<file path="config.mk">
export PLATFORM = sky130hd
export DESIGN_NAME = mips_mult_wb_scheduler_flat
export DESIGN_NICKNAME = d
export VERILOG_FILES = /design/src/rtl/mips_mult_wb_scheduler_pkg.sv /design/src/rtl/mips_mult_wb_scheduler_if.sv /design/src/rtl/mips_mult_wb_scheduler_wb_fifo.sv /design/src/rtl/mips_mult_wb_scheduler.sv /design/src/flat_wrapper.sv
export SDC_FILE = /design/constraint.sdc
export NUM_CORES = 1
export LEC_CHECK = 0
export ABC_AREA = 1
export CAP_MARGIN = 5
export CORE_MARGIN = 2
export CORE_UTILIZATION = 56
export DETAILED_ROUTE_END_ITERATION = 6
export PLACE_DENSITY = 0.89
export SLEW_MARGIN = 40
export SYNTH_ARGS = -nofsm -noshare
export SYNTH_HDL_FRONTEND = slang
export SYNTH_SLANG_ARGS = --single-unit
</file>
<file path="constraint.sdc">
create_clock -name clk -period 3.4 [get_ports clk]
set_input_delay 0.68 -clock clk [delete_from_list [all_inputs] [get_ports clk]]
set_output_delay 0.68 -clock clk [all_outputs]
set_load 0.02 [all_outputs]
</file>
<file path="src/rtl/mips_mult_wb_scheduler_pkg.sv">
// Shared widths, defaults and record types for the multiplier writeback scheduler.
package mips_mult_wb_scheduler_pkg;
  localparam int REG_ADDR_W       = 5;
  localparam int DATA_W           = 32;
  localparam int MULT_LAT_DEF     = 4;
  localparam int WB_DEPTH_DEF     = 4;
  localparam int LIVELOCK_CYC_DEF = 16;

  typedef struct packed {
    logic                  valid;
    logic [REG_ADDR_W-1:0] dest;
  } t_mult_tag;

  typedef struct packed {
    logic [REG_ADDR_W-1:0] dest;
    logic [DATA_W-1:0]     data;
  } t_wb_entry;
endpackage

</file>
<file path="src/rtl/mips_mult_wb_scheduler_if.sv">
// Decode/writeback-side signal bundle between the pipeline and the multiplier scheduler.
interface mips_mult_wb_scheduler_if;
  import mips_mult_wb_scheduler_pkg::*;

  logic                  issue_valid_D;
  logic                  issue_mult_D;
  logic                  reg_write_D;
  logic [REG_ADDR_W-1:0] src_a_addr_D;
  logic [REG_ADDR_W-1:0] src_b_addr_D;
  logic [REG_ADDR_W-1:0] dest_addr_D;
  logic [DATA_W-1:0]     mult_result_W;
  logic                  main_we_W;
  logic [REG_ADDR_W-1:0] main_waddr_W;
  logic [DATA_W-1:0]     main_wdata_W;
  logic                  mult_start_D;
  logic                  stall;
  logic                  rf_we;
  logic [REG_ADDR_W-1:0] rf_waddr;
  logic [DATA_W-1:0]     rf_wdata;
  logic                  livelock;

  modport master (
    output issue_valid_D, issue_mult_D, reg_write_D, src_a_addr_D, src_b_addr_D, dest_addr_D,
           mult_result_W, main_we_W, main_waddr_W, main_wdata_W,
    input  mult_start_D, stall, rf_we, rf_waddr, rf_wdata, livelock
  );

  modport slave (
    input  issue_valid_D, issue_mult_D, reg_write_D, src_a_addr_D, src_b_addr_D, dest_addr_D,
           mult_result_W, main_we_W, main_waddr_W, main_wdata_W,
    output mult_start_D, stall, rf_we, rf_waddr, rf_wdata, livelock
  );
endinterface

</file>
<file path="src/rtl/mips_mult_wb_scheduler_wb_fifo.sv">
// Small synchronous FIFO holding multiplier results displaced from the RF write port.
module mips_wb_fifo
  import mips_mult_wb_scheduler_pkg::*;
#(
  parameter  int DEPTH = WB_DEPTH_DEF,
  localparam int PTR_W = (DEPTH > 1) ? $clog2(DEPTH) : 1,
  localparam int CNT_W = $clog2(DEPTH + 1)
) (
  input  logic             clk,
  input  logic             rst_n,
  input  logic             push,
  input  t_wb_entry        push_entry,
  input  logic             pop,
  output t_wb_entry        head,
  output logic [CNT_W-1:0] count,
  output logic             full,
  output logic             empty
);
  t_wb_entry        mem_q [DEPTH];
  t_wb_entry        mem_d [DEPTH];
  logic [PTR_W-1:0] wr_ptr_q, wr_ptr_d, rd_ptr_q, rd_ptr_d;
  logic [CNT_W-1:0] count_q, count_d;
  logic             do_pop;

  function automatic logic [PTR_W-1:0] ptr_inc(input logic [PTR_W-1:0] p);
    return (p == PTR_W'(DEPTH - 1)) ? '0 : p + 1'b1;
  endfunction

  assign empty  = (count_q == '0);
  assign full   = (count_q == CNT_W'(DEPTH));
  assign count  = count_q;
  assign head   = mem_q[rd_ptr_q];
  assign do_pop = pop && !empty;

  always_comb begin
    mem_d    = mem_q;
    wr_ptr_d = wr_ptr_q;
    rd_ptr_d = rd_ptr_q;
    count_d  = count_q;
    if (push) begin
      mem_d[wr_ptr_q] = push_entry;
      wr_ptr_d        = ptr_inc(wr_ptr_q);
    end
    if (do_pop) rd_ptr_d = ptr_inc(rd_ptr_q);
    case ({push, do_pop})
      2'b10:   count_d = count_q + 1'b1;
      2'b01:   count_d = count_q - 1'b1;
      default: count_d = count_q;
    endcase
  end

  always_ff @(posedge clk or negedge rst_n) begin
    if (!rst_n) begin
      wr_ptr_q <= '0;
      rd_ptr_q <= '0;
      count_q  <= '0;
    end else begin
      wr_ptr_q <= wr_ptr_d;
      rd_ptr_q <= rd_ptr_d;
      count_q  <= count_d;
    end
  end

  // Payload storage carries no reset; occupancy is tracked by the pointers alone.
  always_ff @(posedge clk) begin
    mem_q <= mem_d;
  end
endmodule

</file>
<file path="src/rtl/mips_mult_wb_scheduler.sv">
// Multiplier issue/stall control and RF write-port arbitration between main pipe and mult results.
module mips_mult_wb_scheduler
  import mips_mult_wb_scheduler_pkg::*;
#(
  parameter int MULT_LAT     = MULT_LAT_DEF,
  parameter int WB_DEPTH     = WB_DEPTH_DEF,
  parameter int LIVELOCK_CYC = LIVELOCK_CYC_DEF
) (
  input  logic                    clk,
  input  logic                    rst,
  mips_mult_wb_scheduler_if.slave bus
);
  localparam int NREG   = 2 ** REG_ADDR_W;
  localparam int OUT_W  = $clog2(MULT_LAT + WB_DEPTH + 1);
  localparam int FCNT_W = $clog2(WB_DEPTH + 1);
  localparam int LL_W   = $clog2(LIVELOCK_CYC + 1);

  t_mult_tag             tag_q [MULT_LAT];
  t_mult_tag             tag_d [MULT_LAT];
  logic [NREG-1:0]       pending_q, pending_d;
  logic [LL_W-1:0]       ll_cnt_q, ll_cnt_d;
  logic                  rf_we_q, rf_we_d, rf_mult_q, rf_mult_d;
  logic [REG_ADDR_W-1:0] rf_waddr_q, rf_waddr_d;
  logic [DATA_W-1:0]     rf_wdata_q, rf_wdata_d;

  logic [OUT_W-1:0]      inflight_cnt, outstanding;
  logic [FCNT_W-1:0]     fifo_cnt;
  logic                  fifo_full, fifo_empty, fifo_push, fifo_pop;
  t_wb_entry             fifo_head, fifo_in;
  t_mult_tag             exit_tag;
  logic                  exit_keep, raw, waw, cap, stall, mult_start;

  always_comb begin
    inflight_cnt = '0;
    for (int i = 0; i < MULT_LAT; i++) inflight_cnt = inflight_cnt + OUT_W'(tag_q[i].valid);
  end

  assign outstanding = inflight_cnt + OUT_W'(fifo_cnt);
  assign raw = ((bus.src_a_addr_D != '0) && pending_q[bus.src_a_addr_D]) ||
               ((bus.src_b_addr_D != '0) && pending_q[bus.src_b_addr_D]);
  assign waw = (bus.issue_mult_D || bus.reg_write_D) && (bus.dest_addr_D != '0) &&
               pending_q[bus.dest_addr_D];
  assign cap = bus.issue_mult_D && (outstanding >= OUT_W'(WB_DEPTH));
  assign stall      = bus.issue_valid_D && (raw || waw || cap);
  assign mult_start = bus.issue_valid_D && bus.issue_mult_D && !stall;

  assign bus.stall        = stall;
  assign bus.mult_start_D = mult_start;
  assign bus.rf_we        = rf_we_q;
  assign bus.rf_waddr     = rf_waddr_q;
  assign bus.rf_wdata     = rf_wdata_q;
  assign bus.livelock     = (ll_cnt_q == LL_W'(LIVELOCK_CYC));

  // r0 results still travel the tag pipe but are discarded at its exit.
  assign exit_tag  = tag_q[MULT_LAT-1];
  assign exit_keep = exit_tag.valid && (exit_tag.dest != '0);
  assign fifo_in   = '{dest: exit_tag.dest, data: bus.mult_result_W};

  always_comb begin
    fifo_push  = 1'b0;
    fifo_pop   = 1'b0;
    rf_we_d    = 1'b0;
    rf_mult_d  = 1'b0;
    rf_waddr_d = rf_waddr_q;
    rf_wdata_d = rf_wdata_q;
    if (bus.main_we_W) begin
      rf_we_d    = 1'b1;
      rf_waddr_d = bus.main_waddr_W;
      rf_wdata_d = bus.main_wdata_W;
      fifo_push  = exit_keep;
    end else if (!fifo_empty) begin
      fifo_pop   = 1'b1;
      rf_we_d    = 1'b1;
      rf_mult_d  = 1'b1;
      rf_waddr_d = fifo_head.dest;
      rf_wdata_d = fifo_head.data;
      fifo_push  = exit_keep;
    end else if (exit_keep) begin
      rf_we_d    = 1'b1;
      rf_mult_d  = 1'b1;
      rf_waddr_d = exit_tag.dest;
      rf_wdata_d = bus.mult_result_W;
    end
  end

  always_comb begin
    tag_d[0] = '0;
    if (mult_start) tag_d[0] = '{valid: 1'b1, dest: bus.dest_addr_D};
    for (int i = 1; i < MULT_LAT; i++) tag_d[i] = tag_q[i-1];

    pending_d = pending_q;
    if (rf_we_q && rf_mult_q) pending_d[rf_waddr_q] = 1'b0;
    if (mult_start && (bus.dest_addr_D != '0)) pending_d[bus.dest_addr_D] = 1'b1;
    pending_d[0] = 1'b0;

    ll_cnt_d = '0;
    if (stall) ll_cnt_d = (ll_cnt_q == LL_W'(LIVELOCK_CYC)) ? ll_cnt_q : ll_cnt_q + 1'b1;
  end

  always_ff @(posedge clk or negedge rst) begin
    if (!rst) begin
      for (int i = 0; i < MULT_LAT; i++) tag_q[i] <= '0;
      pending_q  <= '0;
      ll_cnt_q   <= '0;
      rf_we_q    <= 1'b0;
      rf_mult_q  <= 1'b0;
      rf_waddr_q <= '0;
      rf_wdata_q <= '0;
    end else begin
      tag_q      <= tag_d;
      pending_q  <= pending_d;
      ll_cnt_q   <= ll_cnt_d;
      rf_we_q    <= rf_we_d;
      rf_mult_q  <= rf_mult_d;
      rf_waddr_q <= rf_waddr_d;
      rf_wdata_q <= rf_wdata_d;
    end
  end

  always_ff @(posedge clk) begin
    if (rst) assert (!(fifo_push && fifo_full && !fifo_pop));
  end

  mips_wb_fifo #(.DEPTH(WB_DEPTH)) u_wb_fifo (
    .clk       (clk),
    .rst_n     (rst),
    .push      (fifo_push),
    .push_entry(fifo_in),
    .pop       (fifo_pop),
    .head      (fifo_head),
    .count     (fifo_cnt),
    .full      (fifo_full),
    .empty     (fifo_empty)
  );
endmodule

</file>
<file path="src/flat_wrapper.sv">
// flat-port wrapper written by rule: the top's interface ports become plain ports
module mips_mult_wb_scheduler_flat import mips_mult_wb_scheduler_pkg::*;
#(
  parameter int MULT_LAT     = MULT_LAT_DEF,
  parameter int WB_DEPTH     = WB_DEPTH_DEF,
  parameter int LIVELOCK_CYC = LIVELOCK_CYC_DEF
)
  (clk, rst, bus_issue_valid_D, bus_issue_mult_D, bus_reg_write_D, bus_src_a_addr_D, bus_src_b_addr_D, bus_dest_addr_D, bus_mult_result_W, bus_main_we_W, bus_main_waddr_W, bus_main_wdata_W, bus_mult_start_D, bus_stall, bus_rf_we, bus_rf_waddr, bus_rf_wdata, bus_livelock);
  mips_mult_wb_scheduler_if bus_i ();
  input  logic clk;
  input  logic rst;
  input wire logic [$bits(bus_i.issue_valid_D)-1:0] bus_issue_valid_D;
  input wire logic [$bits(bus_i.issue_mult_D)-1:0] bus_issue_mult_D;
  input wire logic [$bits(bus_i.reg_write_D)-1:0] bus_reg_write_D;
  input wire logic [$bits(bus_i.src_a_addr_D)-1:0] bus_src_a_addr_D;
  input wire logic [$bits(bus_i.src_b_addr_D)-1:0] bus_src_b_addr_D;
  input wire logic [$bits(bus_i.dest_addr_D)-1:0] bus_dest_addr_D;
  input wire logic [$bits(bus_i.mult_result_W)-1:0] bus_mult_result_W;
  input wire logic [$bits(bus_i.main_we_W)-1:0] bus_main_we_W;
  input wire logic [$bits(bus_i.main_waddr_W)-1:0] bus_main_waddr_W;
  input wire logic [$bits(bus_i.main_wdata_W)-1:0] bus_main_wdata_W;
  output wire logic [$bits(bus_i.mult_start_D)-1:0] bus_mult_start_D;
  output wire logic [$bits(bus_i.stall)-1:0] bus_stall;
  output wire logic [$bits(bus_i.rf_we)-1:0] bus_rf_we;
  output wire logic [$bits(bus_i.rf_waddr)-1:0] bus_rf_waddr;
  output wire logic [$bits(bus_i.rf_wdata)-1:0] bus_rf_wdata;
  output wire logic [$bits(bus_i.livelock)-1:0] bus_livelock;
  assign bus_i.issue_valid_D = bus_issue_valid_D;
  assign bus_i.issue_mult_D = bus_issue_mult_D;
  assign bus_i.reg_write_D = bus_reg_write_D;
  assign bus_i.src_a_addr_D = bus_src_a_addr_D;
  assign bus_i.src_b_addr_D = bus_src_b_addr_D;
  assign bus_i.dest_addr_D = bus_dest_addr_D;
  assign bus_i.mult_result_W = bus_mult_result_W;
  assign bus_i.main_we_W = bus_main_we_W;
  assign bus_i.main_waddr_W = bus_main_waddr_W;
  assign bus_i.main_wdata_W = bus_main_wdata_W;
  assign bus_mult_start_D = bus_i.mult_start_D;
  assign bus_stall = bus_i.stall;
  assign bus_rf_we = bus_i.rf_we;
  assign bus_rf_waddr = bus_i.rf_waddr;
  assign bus_rf_wdata = bus_i.rf_wdata;
  assign bus_livelock = bus_i.livelock;
  mips_mult_wb_scheduler #(.MULT_LAT(MULT_LAT), .WB_DEPTH(WB_DEPTH), .LIVELOCK_CYC(LIVELOCK_CYC)) u_core (.clk(clk), .rst(rst), .bus(bus_i));
endmodule
</file>
**After elaboration in Yosys (flattened, before gate mapping)**

Cells that the tools add are included.

- Output and inout bits: 41
- Logic and storage cells: 121
- Input bits: 90
- Register bits: 254

- $lt $le $gt $ge: 10
- Mux-type cells: 38
- Bitwise operators: 5
- $add $sub $neg: 9
- Equality and inequality tests: 7
- Reductions and logical operators: 27

Operator list:

| kind | number |
|---|---|
| $mux W32 | 5 |
| $bwmux W148 | 1 |
| $mux W37 | 3 |
| $bmux W37 S2 | 1 |
| $demux W37 S2 | 1 |
| $and A32 B32 Y32 | 1 |
| $not A32 Y32 | 1 |
| $or A32 B32 Y32 | 1 |
| $mux W5 | 5 |
| $lt A5 B6 Y1 const B | 4 |
| $reduce_bool A5 Y1 | 4 |
| $bmux W1 S5 | 3 |
| $logic_and A1 B1 Y1 | 15 |
| $mux W1 | 13 |
| $demux W1 S5 | 2 |
| $ge A5 B1 Y1 const B | 2 |
| $add A4 B1 Y4 | 2 |
| $eq A2 B2 Y1 const B | 3 |
| $ge A3 B3 Y1 const B | 2 |
| $mux W6 | 1 |
| $not A2 Y3 | 2 |
| $pmux W3 S2 | 1 |
| $add A5 B1 Y5 const B | 1 |
| $eq A5 B5 Y1 const B | 1 |
| 15 further kinds | 21 |

**Longest topological paths before layout**

- Depth in word-level cells: 12
- Gate-level depth with buffers: 16
- Mapped depth without buffers: 14

**Cells and area by module**

Synthesis repeated with hierarchy kept, for this count alone.

- Cells, all modules: 1,275
- Area, all modules: 12,017.8 µm²

Modules (own cells, without submodules):

| module | cells an instance | area an instance (µm²) | instances | sequential area each (µm²) |
|---|---|---|---|---|
| mips_wb_fifo | 489 | 6,382.4 | 1 | 4,619.4 |
| mips_mult_wb_scheduler | 786 | 5,635.4 | 1 | 2,477.4 |

**Worst setup path after synthesis**

Ideal clock, no wire load.

- Path kind: input-to-reg
- Start point: in bus_main_we_W
- End point: reg u_core.u_wb_fifo.mem_q[0] (netlist name) (enable)
- Arrival: 2.780 ns
- Cell stages on the path: 6
- Slack: 0.189 ns
- Required time: 2.969 ns
- Path buffers: 0
- Library setup time: 0.431 ns
- Cell sequence: inv_1 -> nand2_1 -> inv_2 -> nor2_1 -> inv_1 -> nor2_1

- Word-level cells in the longest chain between the ends: 1

Ends and longest elaborated chain:

| item | RTL line | text |
|---|---|---|
| from (decl) | flat_wrapper.sv:19 | `input wire logic [$bits(bus_i.main_we_W)-1:0] bus_main_we_W;` |
| $mux W1 | mips_mult_wb_scheduler.sv:66 | `if (bus.main_we_W) begin` |
| to (signal assigned) | mips_mult_wb_scheduler_wb_fifo.sv:66 | `mem_q <= mem_d;` |
| to (decl) | mips_mult_wb_scheduler_wb_fifo.sv:19 | `t_wb_entry mem_q [DEPTH];` |

No other way between the ends.
A chain may end at the register's enable or synchronous reset.

**Final worst setup path**

- Start point: reg u_core.tag_q (netlist bit u_core.tag_d[17])
- End point: out bus_mult_start_D

- Word-level cells in the longest chain between the ends: 10

Ends and longest elaborated chain:

| item | RTL line | text |
|---|---|---|
| from (decl) | mips_mult_wb_scheduler.sv:18 | `t_mult_tag tag_q [MULT_LAT];` |
| from (signal assigned) | mips_mult_wb_scheduler.sv:110 | `tag_q <= tag_d;` |
| $add A1 B1 Y2 | mips_mult_wb_scheduler.sv:35 | `for (int i = 0; i < MULT_LAT; i++) inflight_cnt = inflight_cnt + OUT_W'(tag_q[i].valid);` |
| $add A4 B1 Y4 (2 in a row) | mips_mult_wb_scheduler.sv:35 |  |
| $add A4 B3 Y4 | mips_mult_wb_scheduler.sv:38 | `assign outstanding = inflight_cnt + OUT_W'(fifo_cnt);` |
| $ge A4 B3 Y1 | mips_mult_wb_scheduler.sv:43 | `assign cap = bus.issue_mult_D && (outstanding >= OUT_W'(WB_DEPTH));` |
| $logic_and A1 B1 Y1 | mips_mult_wb_scheduler.sv:43 |  |
| $logic_or A1 B1 Y1 | mips_mult_wb_scheduler.sv:44 | `assign stall = bus.issue_valid_D && (raw \|\| waw \|\| cap);` |
| $logic_and A1 B1 Y1 | mips_mult_wb_scheduler.sv:44 |  |
| $logic_not A1 Y1 | mips_mult_wb_scheduler.sv:45 | `assign mult_start = bus.issue_valid_D && bus.issue_mult_D && !stall;` |
| $logic_and A1 B1 Y1 | mips_mult_wb_scheduler.sv:45 |  |
| to (decl) | flat_wrapper.sv:22 | `output wire logic [$bits(bus_i.mult_start_D)-1:0] bus_mult_start_D;` |

No other way between the ends.

==> flow_metrics.env <==
export IMPL_critPathLaunchType="register"
export IMPL_end_kind="output port"
export IMPL_crit_chain="ha_1, inv_2, fa_2, inv_2, ha_1, nand3b_1, a21boi_2, nor2_1, nand2_2, nor2_4, nand2_2, inv_2, buf_6"
export IMPL_drt_iter0_markers=1091
export IMPL_final_antenna_net_count=0
export IMPL_rsz0062_at_grt="true"
export IMPL_wl_per_cell_um=19.32
export IMPL_cts_buffers=26
export IMPL_track_usage_pct=29.09
export IMPL_grt_first_pass_wirelength_um=50110
export IMPL_ys_warn_count=0
export IMPL_drt_total_wl_um=32150
export IMPL_fin_crit_ps=3338
export IMPL_clock_sinks=254
export IMPL_drc=0
export IMPL_reg2reg_depth=9
export IMPL_path_class="reg2out"
export IMPL_antenna_found_initial=0
export IMPL_syn_avg_cell_area_um2=9.522
export IMPL_antennaDiodeCount=0
export IMPL_clkLatencyLatePin_ps=530
export IMPL_fp_dieW_um=147.6
export IMPL_power_density_mw_per_mm2=751.4
export IMPL_reg2reg_slack_ps=700
export IMPL_dpl_cell_count=1613
export IMPL_synth_ff_latch_count=254
export IMPL_period_share_pct=98.17
export IMPL_crit_arrival_ps=2660
export IMPL_met2_usage_pct=47.67
export IMPL_vdd_drop_max_uv=464.9
export IMPL_slowest_delay_ps=380
export IMPL_final_cells=1664
export IMPL_drv_slew=0
export IMPL_synth_fp_nets=1317
export IMPL_max_cap_violations=0
export IMPL_vias=9887
export IMPL_holdBufCountCts=0
export IMPL_clk_pin_slew_worst_paths_ps=60
export IMPL_setup_viol=0
export IMPL_fp_row_count=52
export IMPL_crit_top_cell="inv_2"
export IMPL_ys_seq_area_share_pct=61.45
export IMPL_io_pins=131
export IMPL_core_area_mm2=0.02023
export IMPL_drive_above_1_share_pct=9.326
export IMPL_setup_ws_ps=62.10
export IMPL_p_leak_nw=5.854
export IMPL_preCtsSetupSlack_ps=-234.1
export IMPL_grt_pass1_vias=9618
export IMPL_start_util_pct=57.08
export IMPL_whs_ps=194.7
export IMPL_switching_share_pct=36.23
export IMPL_overflow=0
export IMPL_finalHoldViolCount=0
export IMPL_place_congestion=0.9630
export IMPL_path_max_fanout=3
export IMPL_rr_startpoint="u_core.exit_tag[0]"
export IMPL_cts_tree="yes"
export IMPL_hold_path_class="in2async"
export IMPL_syn2layout_area_growth_pct=24.60
export IMPL_viasPerCell=5.942
export IMPL_clkPwrFrac_pct=27.6
export IMPL_hpwl_um=20650
export IMPL_grt_max_degree=77
export IMPL_port_buffers=130
export IMPL_synth_cell_area_mm2=0.01155
export IMPL_clk_path_buf_depth=3
export IMPL_tightestPinTransition_ps=750.8
export IMPL_syn_inst=1213
export IMPL_fin_nets=1478
export IMPL_postSynth_asyncResetShare_pct=41.73
export IMPL_use_met1_pct=39.22
export IMPL_dr_pass1_iters=6
export IMPL_top_usage_layer="met2"
export IMPL_reg2reg_to="u_core.u_wb_fifo.count[2]"
export IMPL_slew_headroom_pct=49.95
export IMPL_p_seq_share_pct=39.0
export IMPL_p_int_mw=6.896
export IMPL_fill_cells=1362
export IMPL_h_tree_depth=1
export IMPL_die_h_um=147.6
export IMPL_netlist_cell_type_count=34
export IMPL_netSwitchingPower_mw=3.918
export IMPL_grtUsageMet3_pct=5.123
export IMPL_cp_required_ps=2720
export IMPL_p_comb_share_pct=33.4
export IMPL_finClkSkew_ps=8.206
export IMPL_max_freq_ghz=0.2996
export IMPL_die_area_mm2=0.02179
export IMPL_slowest_stage="dfrtp_1"
export IMPL_cts_root_buf="clkbuf_16"
export IMPL_synth_edf_count=148
export IMPL_ys_dominant_reg_cell="edfxtp_1"
export IMPL_status="finished clean"
==> area by class of cell <==
| cell class | count | area, um2 | share of cell area (%) |
|---|---|---|---|
| sequential | 254 | 7098 | 49.32 |
| multi-input combinational | 810 | 3890 | 27.03 |
| timing repair buffer | 195 | 1839 | 12.78 |
| clock buffer | 31 | 679.4 | 4.721 |
| tap | 270 | 337.8 | 2.347 |
| inverter | 87 | 329.1 | 2.287 |
| clock inverter | 17 | 217.7 | 1.513 |
==> critical path, delay by kind of cell, from the launching register on <==
family | cells | cell delay, ps
AOI/OAI and AO/OA | 1 | 80
adders and majority gates | 3 | 850
buffers and inverters | 4 | 260
DFF | 1 | 380
and+or+nand+nor | 5 | 550
==> metal layers <==
layer | vias to the layer above | share of wire, %
li1 | 4463 | -
met1 | 4716 | 39
met2 | 615 | 48
met3 | 93 | 9.7
met4 | 0 | 3.4
met5 | - | 0
==> sequential cells by signal, summed over array words and instances, names as in the netlist <==
name / flops
u_core.rf_mult_q: 1
u_core.exit_tag: 6
u_core.u_wb_fifo.rd_ptr_q: 2
u_core.u_wb_fifo.wr_ptr_q: 2
u_core.bus.rf_we: 1
u_core.u_wb_fifo.count: 3
u_core.u_wb_fifo.mem_q: 148
u_core.ll_cnt_q: 5
u_core.bus.rf_wdata: 32
u_core.bus.rf_waddr: 5
u_core.tag_d: 18
u_core.pending_q: 31
==> worst max-delay path by stage <==
stage	startpoint	to	slack [ps]	cells past startpoint
after CTS	u_core.tag_d[17]	bus_mult_start_D	20	13
after detailed placement	bus_dest_addr_D[0]	bus_mult_start_D	-230	17
after global placement	bus_src_b_addr_D[0]	bus_mult_start_D	-260	13
after floorplan	bus_main_we_W	u_core.u_wb_fifo.mem_q[0]	190	6
final	u_core.tag_d[17]	bus_mult_start_D	60	13
after global routing	u_core.tag_d[17]	bus_mult_start_D	-60	13
==> logic make-up after synthesis <==
kind of cell	Yosys count	synth area share [%]
flip-flops	254	61.45
adder cells (fa/ha/maj)	14	1.647
buffers and inverters	149	5.438
AO/OA/AOI/OAI	208	10.52
XOR/XNOR	5	0.3792
AND/OR/NAND/NOR	583	20.57
==> through the flow <==
| step | setup TNS (ps) | utilization, % | power [mW] | instance area, um2 |
|---|---|---|---|---|
| 2_1_floorplan | 0 | - | 6.253 | 11550 |
| 3_3_place_gp | -454.1 | 66.44 | 7.578 | 13440 |
| 3_5_place_dp | -459.0 | 66.44 | 7.716 | 13440 |
| 4_1_cts | 0 | 70.99 | 10.74 | 14370 |
| 5_1_grt | -59.13 | 71.12 | 11.30 | 14390 |
| 6_report | 0 | 71.12 | 10.81 | 14390 |
==> synth_stat cells (3+ instances only) <==
cell | n | area [um2]
nand4_1 | 36 | 225.2
nor2_1 | 170 | 638.1
o21ai_0 | 105 | 525.5
clkbuf_1 | 44 | 165.2
edfxtp_1 | 148 | 4444
xor2_1 | 3 | 26.28
ha_1 | 12 | 150.1
o21ai_1 | 25 | 125.1
o22ai_1 | 37 | 231.5
nand2_1 | 313 | 1175
nand3_1 | 47 | 235.2
buf_6 | 7 | 78.83
nor3_1 | 11 | 55.05
buf_1 | 6 | 22.52
buf_4 | 3 | 22.52
a41oi_1 | 30 | 262.8
a21oi_1 | 6 | 30.03
inv_2 | 3 | 11.26
dfrtp_1 | 106 | 2653
inv_1 | 83 | 311.6
==> repair_timing <==
item,in CTS,in global routing
gates resized for setup,16,6
pin swaps,7,2
endpoints found under the hold margin,0,0
endpoints found under the setup margin,2,2
buffers inserted,2,1
==> cell usage in the layout, fill, tap and decap left out, drive strengths merged, types with 2 or more instances in the layout <==
cell type and count:
xor2 3, nor3 11, o21ai 130, o22ai 37
nand2 314, nand3 48, edfxtp 148, buf 68
xnor2 2, nor2 171, clkbuf 31, fa 2
clkdlybuf4s50 127, or2 2, ha 12, nand4 36
bufinv 5, dfrtp 106, a221oi 2, inv 88
a41oi 30, a21oi 6, clkinv 11
==> power by group through the flow <==
stage	clock network, mW	logic, mW	registers, mW
2_1_floorplan	0	1.89	4.36
3_3_place_gp	0	3.34	4.23
3_5_place_dp	0	3.47	4.25
4_1_cts	3.00	3.54	4.19
5_1_grt	3.11	3.94	4.25
6_report	2.98	3.61	4.22
No activity file was read; power rests on OpenSTA's default activity.
